[config.mk]
export PLATFORM = sky130hd
export DESIGN_NAME = ad_capture_pack
export DESIGN_NICKNAME = d
export VERILOG_FILES = /design/src/rtl/ad_capture_pack.sv
export SDC_FILE = /design/constraint.sdc
export NUM_CORES = 1
export LEC_CHECK = 0
export CORE_ASPECT_RATIO = 0.5
export CORE_MARGIN = 2
export CORE_UTILIZATION = 61
export CTS_BUF_LIST = sky130_fd_sc_hd__clkbuf_4
export DETAILED_ROUTE_END_ITERATION = 6
export GPL_TIMING_DRIVEN = 0
export PLACE_DENSITY = 0.86
export SKIP_CTS_REPAIR_TIMING = 1
export SLEW_MARGIN = 20
export SYNTH_ARGS = -nofsm -noshare
export SYNTH_HDL_FRONTEND = slang
export SYNTH_SLANG_ARGS = --single-unit
[constraint.sdc]
create_clock -name i_ad_clk -period 5 [get_ports i_ad_clk]
set_input_delay 1 -clock i_ad_clk [delete_from_list [all_inputs] [get_ports i_ad_clk]]
set_output_delay 1 -clock i_ad_clk [all_outputs]
set_load 0.1 [all_outputs]
[src/rtl/ad_capture_pack.sv]
`default_nettype none
// ============================================================================
// ad_capture_pack : triggered ADC capture window packing PACK samples per word.
// Optional peak tracker (o_peak / o_peak_idx) under `define AD_CAPTURE_PEAK_EN.
// Revision: 1.0
// ============================================================================
module ad_capture_pack #(
  parameter int DSIZE = 8,
  parameter int PACK  = 2,
  parameter int CNT_W = 16
) (
  input  logic                  i_ad_clk,
  input  logic                  i_rst_n,
  input  logic                  i_st,
  input  logic                  i_abort,
  input  logic [DSIZE-1:0]      i_ad_data,
  input  logic [CNT_W-1:0]      i_recv_count,
  input  logic [7:0]            i_delay,
  input  logic [3:0]            i_decim,
  output logic [DSIZE*PACK-1:0] o_pack_data,
  output logic                  o_valid,
  output logic                  o_last,
  output logic                  o_working,
`ifdef AD_CAPTURE_PEAK_EN
  output logic                  o_done,
  output logic [DSIZE-1:0]      o_peak,
  output logic [CNT_W-1:0]      o_peak_idx
`else
  output logic                  o_done
`endif
);

  localparam int LANE_W = (PACK > 1) ? $clog2(PACK) : 1;
  localparam logic [LANE_W-1:0] C_LANE_LAST = LANE_W'(PACK - 1);

  typedef enum logic [1:0] {
    S_IDLE    = 2'd0,
    S_DELAY   = 2'd1,
    S_CAPTURE = 2'd2,
    S_DONE    = 2'd3
  } state_t;

  state_t                  r_state;
  state_t                  w_state_nxt;
  logic                    r_st_q;
  logic [CNT_W-1:0]        r_count;
  logic [3:0]              r_decim;
  logic [7:0]              r_dly_cnt;
  logic [3:0]              r_dec_cnt;
  logic [CNT_W-1:0]        r_smp_idx;
  logic [LANE_W-1:0]       r_lane;
  logic [DSIZE*PACK-1:0]   r_acc;
  logic [DSIZE*PACK-1:0]   w_word;
  logic                    w_edge;
  logic                    w_accept;
  logic                    w_last_smp;
  logic                    w_flush;

  assign w_edge     = i_st & ~r_st_q;
  assign w_accept   = (r_state == S_CAPTURE) && (r_dec_cnt == 4'd0);
  assign w_last_smp = w_accept && (r_smp_idx == (r_count - CNT_W'(1)));
  assign w_flush    = w_accept && ((r_lane == C_LANE_LAST) || w_last_smp);
  assign o_working  = (r_state == S_DELAY) || (r_state == S_CAPTURE);
  assign o_done     = (r_state == S_DONE);

  // Accumulator with the current sample dropped into its lane.
  always_comb begin
    w_word = r_acc;
    for (int k = 0; k < PACK; k++) begin
      if (r_lane == LANE_W'(k)) begin
        w_word[k*DSIZE +: DSIZE] = i_ad_data;
      end
    end
  end

  always_ff @(posedge i_ad_clk or negedge i_rst_n) begin
    if (!i_rst_n) begin
      r_state <= S_IDLE;
    end else begin
      r_state <= w_state_nxt;
    end
  end

  always_comb begin
    w_state_nxt = r_state;
    case (r_state)
      S_IDLE: begin
        if (w_edge) begin
          if (i_recv_count == '0) begin
            w_state_nxt = S_DONE;
          end else if (i_delay == 8'd0) begin
            w_state_nxt = S_CAPTURE;
          end else begin
            w_state_nxt = S_DELAY;
          end
        end
      end
      S_DELAY: begin
        if (r_dly_cnt == 8'd1) begin
          w_state_nxt = S_CAPTURE;
        end
      end
      S_CAPTURE: begin
        if (w_last_smp) begin
          w_state_nxt = S_DONE;
        end
      end
      S_DONE:  w_state_nxt = S_IDLE;
      default: w_state_nxt = S_IDLE;
    endcase
    // Abort overrides everything, including a final-sample completion.
    if (i_abort) begin
      w_state_nxt = S_IDLE;
    end
  end

  always_ff @(posedge i_ad_clk or negedge i_rst_n) begin
    if (!i_rst_n) begin
      r_st_q      <= 1'b0;
      r_count     <= '0;
      r_decim     <= '0;
      r_dly_cnt   <= '0;
      r_dec_cnt   <= '0;
      r_smp_idx   <= '0;
      r_lane      <= '0;
      r_acc       <= '0;
      o_pack_data <= '0;
      o_valid     <= 1'b0;
      o_last      <= 1'b0;
    end else begin
      r_st_q  <= i_st;
      o_valid <= 1'b0;
      o_last  <= 1'b0;
      if (i_abort) begin
        r_acc  <= '0;
        r_lane <= '0;
      end else begin
        case (r_state)
          S_IDLE: begin
            if (w_edge) begin
              r_count   <= i_recv_count;
              r_decim   <= i_decim;
              r_dly_cnt <= i_delay;
              r_dec_cnt <= 4'd0;
              r_smp_idx <= '0;
              r_acc     <= '0;
              r_lane    <= '0;
            end
          end
          S_DELAY: begin
            r_dly_cnt <= r_dly_cnt - 8'd1;
          end
          S_CAPTURE: begin
            if (w_accept) begin
              r_dec_cnt <= r_decim;
              r_smp_idx <= r_smp_idx + CNT_W'(1);
              if (w_flush) begin
                o_pack_data <= w_word;
                o_valid     <= 1'b1;
                o_last      <= w_last_smp;
                r_acc       <= '0;
                r_lane      <= '0;
              end else begin
                r_acc  <= w_word;
                r_lane <= r_lane + LANE_W'(1);
              end
            end else begin
              r_dec_cnt <= r_dec_cnt - 4'd1;
            end
          end
          default: begin
          end
        endcase
      end
    end
  end

`ifdef AD_CAPTURE_PEAK_EN
  // Strict compare keeps the index of the first occurrence of the maximum.
  always_ff @(posedge i_ad_clk or negedge i_rst_n) begin
    if (!i_rst_n) begin
      o_peak     <= '0;
      o_peak_idx <= '0;
    end else if (i_abort) begin
      o_peak     <= '0;
      o_peak_idx <= '0;
    end else if ((r_state == S_IDLE) && w_edge) begin
      o_peak     <= '0;
      o_peak_idx <= '0;
    end else if (w_accept && (i_ad_data > o_peak)) begin
      o_peak     <= i_ad_data;
      o_peak_idx <= r_smp_idx;
    end
  end
`endif

endmodule
`default_nettype wire

==> impl_metrics.py <==
metrics = {
    "setup_path": {
        "r2r_cells": 10,
        "arrival_ns": 2.48,
        "crit_family": "buffers and inverters",
        "start_kind": "flip-flop",
        "timing.rr.start": "r_count[0]$_DFFE_PN0P_",
        "r2r_slack_ns": 1.65,
        "cp-end-kind": "output port",
        "slowest_stage": "clkdlybuf4s50_1",
        "critPathMaxStageDelay_ns": 1.14,
        "cp_num_buf_inv": 2,
        "path_cells": "inv_1, ha_1, clkdlybuf4s50_1",
        "crit_required_ns": 4.00,
        "rr_endpoint": "r_acc[7]$_DFFE_PN0P_",
        "crit_type": "reg -> out",
        "critPathMaxFanout": 6,
    },
    "clock_network": {
        "insertion_delay_ns": 0.47,
        "cts_buffers": 9,
        "tritoncts": "yes",
        "cts.htree.levels": 3,
        "clkSlewWorstSetupHoldPaths_ns": 0.15,
        "cts.sinks": 86,
        "cts-root-buf": "clkbuf_4",
        "clk_path_buf_depth": 2,
    },
    "detailed_routing": {
        "initialDrtViolationCount": 332,
        "vias_per_cell": 6.13,
        "drt_wl_total_um": 11500,
        "drtPass1Iterations": 5,
        "post_drt_wl_per_cell_um": 17.0,
        "vias": 4166,
        "route.antenna.remaining_nets": 0,
        "drc": 0,
    },
    "global_routing": {
        "grtUsageMet3_pct": 6.07,
        "grt_pass1_wl_um": 19300,
        "gr-usage-met1_pct": 36.7,
        "grt.met2_usage_pct": 47.4,
        "antenna_found_initial": 0,
        "grt_max_degree": 45,
        "grt.total_usage_pct": 27.7,
        "busiest_layer": "met2",
        "first_global_vias": 3885,
        "gr-total-overflow": 0,
    },
    "yosys": {
        "synthCells": 492,
        "synthesis.nets": 542,
        "postSynthAreaPerCell_um2": 10.1,
        "synth_cell_types": 62,
        "synth_warnings": 0,
        "ys_seq_area_share_pct": 43.2,
        "ys.flop_type": "dfrtp_1",
        "ys_ff_latch": 86,
        "synth_edf_count": 0,
        "syn_area_um2": 4980,
        "async_flop_share_pct": 100,
    },
    "sta": {
        "finalMaxSlewViolations": 0,
        "whs_ns": 0.499,
        "fin_tns_setup_ns": 0,
        "clock.fmax_mhz": 287,
        "fin_crit_ns": 3.48,
        "tightest_slew_ns": 0.975,
        "min_period_over_period_pct": 69.6,
        "setup_viol": 0,
        "relSlewSlack_pct": 34.8,
        "setup_ws_ns": 1.52,
        "rsz0062_at_grt": "false",
        "finalHoldViolCount": 0,
        "clock_skew_ns": 0.0210,
    },
    "layout": {
        "drive_gt1_share_pct": 10.0,
        "layout_common_cells": "dfrtp_1, clkdlybuf4s50_1, nand2_1, o21ai_0",
        "fin_nets": 613,
        "diodes": 0,
        "n_fill_cell": 604,
        "mostFrequentLayoutCell": "dfrtp_1",
        "final_cells": 680,
        "design_area_um2": 5890,
        "utilization_pct": 73.9,
        "area_growth_pct": 18.3,
    },
    "placement": {
        "io_buffers": 59,
        "dpl.cell_count": 664,
        "place_congestion": 0.874,
        "placed_area_um2": 5730,
        "place_ws_ns": 1.53,
        "dp_hpwl_um": 8350,
    },
    "floorplanning": {
        "initial_core_util_pct": 62.4,
        "fp.dieArea_um2": 8940,
        "die_x_um": 132,
        "rows": 23,
        "die_h_um": 67.9,
        "coreArea_um2": 7970,
        "pin_count": 60,
    },
    "hold_path": {
        "hold_class": "in -> async",
    },
    "power": {
        "leakage_nw": 2.29,
        "total_power_mw": 2.38,
        "ir_worst_vdd_mv": 0.282,
        "p_per_area_nw_per_um2": 404,
    },
    "run": {
        "maxCapViolCount": 0,
    },
    "run_status": {
        "status": "complete, no violations",
    },
}
## kinds of logic after synthesis
logic type | synth area share [%]
buf+inv | 5.00
flops | 43.2
simple gates | 21.7
compound gates | 14.0
xor+xnor | 5.56
fa+ha+maj | 2.51
mux | 8.07
## layer usage
layer,vias up,wire (um)
met5,-,0
met4,0,167
met3,14,684
met2,140,5260
met1,2056,5420
li1,1956,-
## Yosys cell counts (3+ instances only)
| library cell | instances | area (um^2) |
|---|---|---|
| o211ai_1 | 4 | 30.0 |
| inv_1 | 20 | 75.1 |
| nand2_1 | 32 | 120 |
| clkbuf_1 | 14 | 52.6 |
| a221o_1 | 16 | 160 |
| a32o_1 | 8 | 80.1 |
| or3_1 | 4 | 25.0 |
| ha_1 | 10 | 125 |
| nor2b_1 | 3 | 18.8 |
| xor2_1 | 14 | 123 |
| mux2_2 | 17 | 191 |
| nor2_1 | 21 | 78.8 |
| o21ai_0 | 25 | 125 |
| nor3_1 | 8 | 40.0 |
| o22ai_1 | 5 | 31.3 |
| nand3b_1 | 17 | 128 |
| o21a_1 | 3 | 22.5 |
| mux2i_1 | 21 | 210 |
| a21oi_1 | 19 | 95.1 |
| nor3b_1 | 10 | 75.1 |
| dfrtp_1 | 86 | 2150 |
| and2_1 | 5 | 31.3 |
| and3_1 | 3 | 18.8 |
| nand4_1 | 12 | 75.1 |
| nand2b_1 | 21 | 131 |
| buf_2 | 3 | 15.0 |
| a31oi_1 | 4 | 25.0 |
| xnor2_1 | 15 | 131 |
| nand3_1 | 12 | 60.1 |
| nor4_1 | 14 | 87.6 |
## state kept, by name (all words and copies together), names as in the netlist
| name | cells |
|---|---|
| r_dly_cnt | 8 |
| o_valid | 1 |
| r_dec_cnt | 4 |
| r_smp_idx | 16 |
| r_acc | 16 |
| r_state | 2 |
| r_st_q | 1 |
| o_last | 1 |
| r_count | 16 |
| o_pack_data | 16 |
| r_lane | 1 |
| r_decim | 4 |
## how the worst max path moves through the flow
stage / start / endpoint / slack (ns) / depth (start not counted)
2_1_floorplan: r_count[8]$_DFFE_PN0P_ / o_pack_data[0]$_DFFE_PN0P_ / 2.20 / 10
3_3_place_gp: i_rst_n / r_smp_idx[12]$_DFFE_PN0P_ / -0.16 / 1
3_5_place_dp: i_st / r_smp_idx[15]$_DFFE_PN0P_ / 1.53 / 8
4_1_cts: r_state[0]$_DFFE_PN0P_ / o_working / 1.51 / 3
5_1_grt: r_count[0]$_DFFE_PN0P_ / r_acc[0]$_DFFE_PN0P_ / 1.40 / 10
6_report: r_state[0]$_DFFE_PN0P_ / o_working / 1.52 / 3
## worst register-to-register path, cell delays in order, from the launching register on
cell and delay [ns]:
dfrtp_1 0.45, inv_1 0.09, ha_1 0.22, or4b_1 0.52, nor4_1 0.41, mux2i_1 0.31
a221oi_1 0.13, and4_1 0.26, buf_6 0.15, nor3_2 0.53, a32o_1 0.26
## power by group
part           internal, mW  switching (mW)  leakage (nW)  total (mW)
combinational         0.397           0.527          1.14       0.924
clock                 0.205           0.254        0.0907       0.460
sequential            0.831           0.167          1.05       0.998
total                  1.43           0.948          2.29        2.38
## layout make-up
class	count	area, um^2	area share, %
buffer	26	174	2.95
clock buffer	9	67.6	1.15
clock inverter	7	96.3	1.64
inverter	20	75.1	1.27
multi-input combinational	360	2580	43.7
sequential	86	2150	36.5
tap	112	140	2.38
timing repair buffer	60	608	10.3
(Power assumes the default switching activity.)
